$ cat src/rtl/pipelined_adder_n_pkg.sv
// Shared sizing helpers for the pipelined slice adder/subtractor.
// Latency: n/a (elaboration-time functions only).
// Backpressure: n/a.
package pipelined_adder_n_pkg;

    // Number of operand bits handled by each pipeline stage.
    function automatic int slice_width(input int width, input int stages);
        return (stages > 0) ? (width / stages) : width;
    endfunction

    // True when the width splits into whole, non-empty slices.
    function automatic bit params_ok(input int width, input int stages);
        return (stages >= 1) && (stages <= width) && ((width % stages) == 0);
    endfunction

endpackage

$ cat src/rtl/pipelined_adder_n_slice.sv
// One SLICE-bit ripple adder: a + b + cin -> sum, carry out, carry into the slice MSB.
// Latency: combinational.
// Backpressure: none; the enclosing pipeline gates its registers.
module adder_slice
    import pipelined_adder_n_pkg::*;
#(
    parameter int W = 16
) (
    input  logic [W-1:0] i_a,
    input  logic [W-1:0] i_b,
    input  logic         i_cin,
    output logic [W-1:0] o_sum,
    output logic         o_cout,
    output logic         o_cmsb
);

    logic [W:0] w_full;

    assign w_full = {1'b0, i_a} + {1'b0, i_b} + {{W{1'b0}}, i_cin};
    assign o_sum  = w_full[W-1:0];
    assign o_cout = w_full[W];
    // Sum bit = a ^ b ^ carry-in, so the carry into the MSB falls out by xor.
    assign o_cmsb = w_full[W-1] ^ i_a[W-1] ^ i_b[W-1];

endmodule

$ cat src/rtl/pipelined_adder_n.sv
// Pipelined WIDTH-bit adder/subtractor, one SLICE-bit slice per stage, carry registered between stages.
// Latency: STAGES cycles from acceptance to out_valid; one transaction per cycle.
// Backpressure: single global enable (!out_valid || out_ready) freezes every stage, bubbles included.
module pipelined_adder_n
    import pipelined_adder_n_pkg::*;
#(
    parameter int WIDTH  = 32,
    parameter int STAGES = 2
) (
    input  logic             clock,
    input  logic             reset,
    input  logic             in_valid,
    output logic             in_ready,
    input  logic [WIDTH-1:0] in_a,
    input  logic [WIDTH-1:0] in_b,
    input  logic             in_sub,
    output logic             out_valid,
    input  logic             out_ready,
    output logic [WIDTH-1:0] out_sum,
    output logic             out_carry,
    output logic             out_overflow
);

    localparam int SLICE = slice_width(WIDTH, STAGES);

    if (!params_ok(WIDTH, STAGES)) begin : g_bad_params
        $error("pipelined_adder_n: WIDTH must be a multiple of STAGES with 1 <= STAGES <= WIDTH");
    end

    logic w_adv;

    // The output register is the only place a stall originates, so one enable drives every stage.
    assign w_adv    = !out_valid || out_ready;
    assign in_ready = w_adv;

    genvar k;
    for (k = 0; k < STAGES; k++) begin : g_stg
        localparam int LO  = k * SLICE;      // sum bits already produced upstream
        localparam int REM = WIDTH - LO;     // operand bits not yet consumed

        logic                w_vld_in;
        logic                w_cin;
        logic [REM-1:0]      w_a_in;
        logic [REM-1:0]      w_b_in;
        logic [SLICE-1:0]    w_s;
        logic                w_co;
        logic                w_cmsb;
        logic [LO+SLICE-1:0] w_sum_nxt;

        logic                r_vld;
        logic                r_cy;
        logic [LO+SLICE-1:0] r_sum;

        // Subtraction is folded in at entry: B is inverted once and the +1 rides in as carry-in,
        // so later stages never need to know the mode.
        if (k == 0) begin : g_src
            assign w_vld_in  = in_valid;
            assign w_cin     = in_sub;
            assign w_a_in    = in_a;
            assign w_b_in    = in_b ^ {WIDTH{in_sub}};
            assign w_sum_nxt = w_s;
        end else begin : g_src
            assign w_vld_in  = g_stg[k-1].r_vld;
            assign w_cin     = g_stg[k-1].r_cy;
            assign w_a_in    = g_stg[k-1].g_mid.r_a;
            assign w_b_in    = g_stg[k-1].g_mid.r_b;
            assign w_sum_nxt = {w_s, g_stg[k-1].r_sum};
        end

        adder_slice #(
            .W      (SLICE)
        ) u_slice (
            .i_a    (w_a_in[SLICE-1:0]),
            .i_b    (w_b_in[SLICE-1:0]),
            .i_cin  (w_cin),
            .o_sum  (w_s),
            .o_cout (w_co),
            .o_cmsb (w_cmsb)
        );

        // Stage valid, slice carry and accumulated low sum bits advance together.
        always_ff @(posedge clock) begin
            if (reset) begin
                r_vld <= 1'b0;
                r_cy  <= 1'b0;
                r_sum <= '0;
            end else if (w_adv) begin
                r_vld <= w_vld_in;
                r_cy  <= w_co;
                r_sum <= w_sum_nxt;
            end
        end

        if (k == STAGES - 1) begin : g_last
            logic r_ovf;

            // Signed overflow: carry into the top bit disagrees with carry out of it.
            always_ff @(posedge clock) begin
                if (reset) begin
                    r_ovf <= 1'b0;
                end else if (w_adv) begin
                    r_ovf <= w_cmsb ^ w_co;
                end
            end
        end else begin : g_mid
            logic [REM-SLICE-1:0] r_a;
            logic [REM-SLICE-1:0] r_b;
            logic                 w_unused_cmsb;

            // Only the final slice's MSB carry matters for overflow.
            assign w_unused_cmsb = w_cmsb;

            // Forward just the operand slices still waiting to be added.
            always_ff @(posedge clock) begin
                if (reset) begin
                    r_a <= '0;
                    r_b <= '0;
                end else if (w_adv) begin
                    r_a <= w_a_in[REM-1:SLICE];
                    r_b <= w_b_in[REM-1:SLICE];
                end
            end
        end
    end

    assign out_valid    = g_stg[STAGES-1].r_vld;
    assign out_sum      = g_stg[STAGES-1].r_sum;
    assign out_carry    = g_stg[STAGES-1].r_cy;
    assign out_overflow = g_stg[STAGES-1].g_last.r_ovf;

endmodule
$ cat config.mk
export PLATFORM = sky130hd
export DESIGN_NAME = pipelined_adder_n
export DESIGN_NICKNAME = d
export VERILOG_FILES = /design/src/rtl/pipelined_adder_n_pkg.sv /design/src/rtl/pipelined_adder_n_slice.sv /design/src/rtl/pipelined_adder_n.sv
export SDC_FILE = /design/constraint.sdc
export NUM_CORES = 1
export LEC_CHECK = 0
export ABC_AREA = 1
export CORE_UTILIZATION = 50
export DETAILED_ROUTE_END_ITERATION = 10
export HOLD_SLACK_MARGIN = 0.03
export MAX_ROUTING_LAYER = met4
export PLACE_DENSITY = 0.74
export SLEW_MARGIN = 40
export SYNTH_ARGS = -nofsm -noshare
export SYNTH_HDL_FRONTEND = slang
export SYNTH_HIERARCHICAL = 1
export SYNTH_SLANG_ARGS = --single-unit
$ cat constraint.sdc
create_clock -name clock -period 6.43 [get_ports clock]
set_clock_uncertainty 0.2 [all_clocks]
set_input_delay 0.643 -clock clock [delete_from_list [all_inputs] [get_ports clock]]
set_output_delay 0.643 -clock clock [all_outputs]
set_load 0.1 [all_outputs]
* Word-level counts from Yosys, hierarchy flattened
Index checks and enable logic that the tools add are counted.
** Operators by class
- Add/subtract/negate cells :: 4
- Bitwise gates (word level) :: 4
- Reductions and logical operators :: 2
** Operator list (count)
- $add A16 B16 Y17 :: 2
- $add A17 B1 Y17 :: 2
- $xor A32 B32 Y32 :: 1
- $xor A1 B1 Y1 :: 3
- $logic_not A1 Y1 :: 1
- $logic_or A1 B1 Y1 :: 1
** Word-level totals
- Register bits after elaboration :: 85
- Input bits :: 69
- Output and inout port bits :: 36

* Longest topological paths before layout
- Depth in word-level cells :: 5
- Mapped depth :: 15
- Mapped depth without buffers :: 15

* Cells and area by module
The synthesis kept the hierarchy.
** By module, submodules not included
- pipelined_adder_n :: times used 1, cells each 480, area each 3639.7 µm², seq. area each 1701.6 µm²
- adder_slice :: times used 2, cells each 148, area each 877.1 µm², seq. area each 0.0 µm²

* Worst setup path before layout
Ideal clock, no wire load.
- Path type :: input -> register
- From :: in in_sub
- To :: reg g_stg[0].r_sum[12]
- Setup time :: 0.114 ns
- Arrival :: 2.679 ns
- Required time :: 6.116 ns
- Setup slack :: 3.438 ns
- Cell stages on the path :: 13
- Buffers on the path :: 2
- Cell sequence :: clkbuf_1 -> buf_2 -> xor2_1 -> fa_1 -> fa_1 -> nand2_1 -> nand2_1 -> and2_4 -> nand3_1 -> nand3_1 -> xor2_1 -> nor2_1 -> nor2_1
** On the way
- Word-level cells in the longest chain between the ends :: 3
** Ends and longest elaborated chain
- from (decl) :: RTL line pipelined_adder_n.sv:16 : input logic in_sub,
- $xor A32 B32 Y32 :: RTL line pipelined_adder_n.sv:60 : assign w_b_in = in_b ^ {WIDTH{in_sub}};
- via g_stg[0].w_b_in[0] :: RTL line pipelined_adder_n.sv:44 : logic [REM-1:0] w_b_in;
- $add A16 B16 Y17 :: RTL line pipelined_adder_n_slice.sv:19 : assign w_full = {1'b0, i_a} + {1'b0, i_b} + {{W{1'b0}}, i_cin};
- $add A17 B1 Y17 :: RTL line pipelined_adder_n_slice.sv:19
- via g_stg[0].w_s[12] :: RTL line pipelined_adder_n.sv:45 : logic [SLICE-1:0] w_s;
- to (signal assigned) :: RTL line pipelined_adder_n.sv:90 : r_sum <= w_sum_nxt;
- to (decl) :: RTL line pipelined_adder_n.sv:52 : logic [LO+SLICE-1:0] r_sum;
The timed path passes the listed nets, and every way through them passes these cells.
A chain may end at the register's enable or synchronous reset.

* Worst setup path after layout
Same ends and word-level chain as after synthesis.

==> results.py <==
metrics = {
    "floorplan": {
        "start_util_pct": 51.68,
        "die_y_um": 105.5,
        "die_area_mm2": 0.01114,
        "rows": 37,
        "die_x_um": 105.5,
        "core_mm2": 0.01037,
        "num_io_pins": 105,
    },
    "placed_design": {
        "hpwl_um": 9733,
        "port_buffers": 104,
        "gp_congestion": 0.8943,
        "pre_cts_ws_ns": 2.799,
        "dp.cells": 981,
        "dpl_cell_area_mm2": 0.006242,
    },
    "synthesis": {
        "netlist_area_mm2": 0.005359,
        "syn_inst": 769,
        "ys_warn_count": 6,
        "syn_nets": 872,
        "syn_avg_cell_area_um2": 6.969,
    },
    "routing": {
        "dr_total_vias": 4945,
        "routed_wl_um": 12840,
        "wl_per_cell_um": 12.88,
        "ant_nets": 0,
        "drc": 0,
        "initialDrtViolationCount": 224,
        "via_per_inst": 4.960,
        "firstDrtPassIters": 5,
    },
    "clock_tree": {
        "hold_buffers": 0,
        "postCtsSetupRepairBufs": 0,
        "htree_levels": 3,
        "clk_latency_ns": 0.35,
        "clockBufferDepth": 2,
        "ctsResizeCount": 0,
        "cts.sinks": 85,
        "cts_made_buffers": 9,
        "cts_root_buf": "clkbuf_8",
        "clk_pin_slew_ns": 0.08,
        "cts_tree": "built",
    },
    "sta": {
        "setup_ws_ns": 3.170,
        "hold_viol_final": 0,
        "finalMaxSlewViolations": 0,
        "fin_crit_ns": 3.260,
        "finalSetupTns_ns": 0,
        "tightest_slew_ns": 0.7436,
        "setup_viol": 0,
        "slew_headroom_pct": 50.36,
        "max_freq_ghz": 0.3067,
        "min_period_over_period_pct": 50.71,
        "rsz0062_at_grt": "no",
    },
    "critical_path": {
        "critical_path.max_fanout": 34,
        "start_kind": "primary input",
        "reg2regPathDepth": 14,
        "crit_slowest_cell": "fa_1",
        "critPathMaxStageDelay_ns": 0.46,
        "cp-end-kind": "flop",
        "arrival_ns": 3.30,
        "critPathKind": "primary input to flop",
        "required_ns": 6.47,
        "crit_chain": "clkdlybuf4s50_1, buf_4, xor2_1, fa_1, fa_1, nand2_1, nand2_1, and2_4, nand3_1, nand3_1, xor2_1, nor2_1, nor2_1",
    },
    "finish": {
        "regArea_mm2": 0.001702,
        "drive_gt1_share_pct": 9.872,
        "design_area_mm2": 0.006429,
        "fill_cells": 1018,
        "layout_common_cells": "nor2_1, nand2_1, dfxtp_1, o21bai_1, clkdlybuf4s50_1",
        "final_net_count": 959,
        "syn2layout_area_growth_pct": 19.96,
        "fin_cells": 997,
        "multi_input_area_mm2": 0.003267,
        "antenna_cells_inserted": 0,
        "final_common_cell": "nor2_1",
    },
    "power": {
        "p_switching_mw": 0.6806,
        "powerDensity_mw_per_mm2": 252.6,
        "comb_power_share_pct": 39.6,
        "ir_drop_mv": 0.1358,
        "power_mw": 1.624,
        "seq_power_share_pct": 38.7,
        "p_int_mw": 0.9433,
        "clkPwrFrac_pct": 21.7,
        "p_leak_nw": 3.126,
        "p_sw_share_pct": 41.91,
    },
    "global_route": {
        "grt_pass1_wl_um": 21150,
        "grt.total_usage_pct": 24.24,
        "grt_max_degree": 86,
        "antenna_found_initial": 0,
        "grt_pass1_vias": 4496,
        "grt-ovfl-total": 0,
    },
    "hold_path": {
        "hold_path_class": "flop to flop",
        "whs_path_depth": 2,
    },
    "status": {
        "status": "finished clean",
    },
    "run": {
        "drv_cap": 0,
    },
}
[critical path, delay by kind of cell]
family	cells	cell delay (ns)
adder cells (fa/ha/maj)	2	0.88
buffers and inverters	2	0.83
AND/OR/NAND/NOR	7	0.61
XOR/XNOR	2	0.33
[power groups by stage]
| stage | clock network [mW] | registers [mW] | logic [mW] |
|---|---|---|---|
| after floorplan | 0 | 0.826 | 0.304 |
| after global routing | 0.386 | 0.636 | 0.704 |
| after global placement | 0 | 0.639 | 0.660 |
| after CTS | 0.362 | 0.629 | 0.644 |
| after detailed placement | 0 | 0.641 | 0.641 |
| final | 0.352 | 0.629 | 0.643 |
[metrics by stage]
stage	utilization, %	hold slack, ns
3_5_place_dp	60.20	0.2790
3_3_place_gp	61.93	0.2507
2_1_floorplan	-	0.2359
6_report	61.99	0.2928
4_1_cts	61.96	0.2972
5_1_grt	61.99	0.3173
[state kept, by name, summed over array words and instances, names as in the netlist]
register / flops
g_stg.r_sum: 16
g_stg.g_mid.r_b: 16
out_sum: 32
g_stg.r_cy: 1
out_carry: 1
g_stg.g_mid.r_a: 16
out_overflow: 1
out_valid: 1
g_stg.r_vld: 1
[final cells by class]
cell class,instances,area share [%]
repair buffers,108,13.84
flip-flops and latches,85,26.47
multi-input cells,594,50.82
inverters,58,3.387
clock buffers,10,2.141
clock inverters,6,0.7007
well taps,136,2.647
[path summary, 6_finish.rpt]
kind	slack (ns)	end	startpoint
min reg2reg	0.29	out_sum[14]	g_stg[0].r_sum[14]
max	3.17	g_stg[0].r_sum[12]	in_sub
max reg2reg	3.92	out_overflow	g_stg[0].g_mid.r_b[0]
min	0.29	out_sum[14]	g_stg[0].r_sum[14]
[routing by layer]
| metal | vias to the layer above | share of wire (%) | GRT usage, % | routed length [um] |
|---|---|---|---|---|
| met2 | 123 | 41 | 33.79 | 5244 |
| met1 | 2205 | 54 | 37.19 | 6935 |
| met3 | 7 | 4.5 | 2.845 | 579 |
| met5 | - | 0 | - | 0 |
| met4 | 0 | 0.62 | 5.060 | 80 |
| li1 | 2610 | - | - | - |
Power figures use the tool's default switching activity.
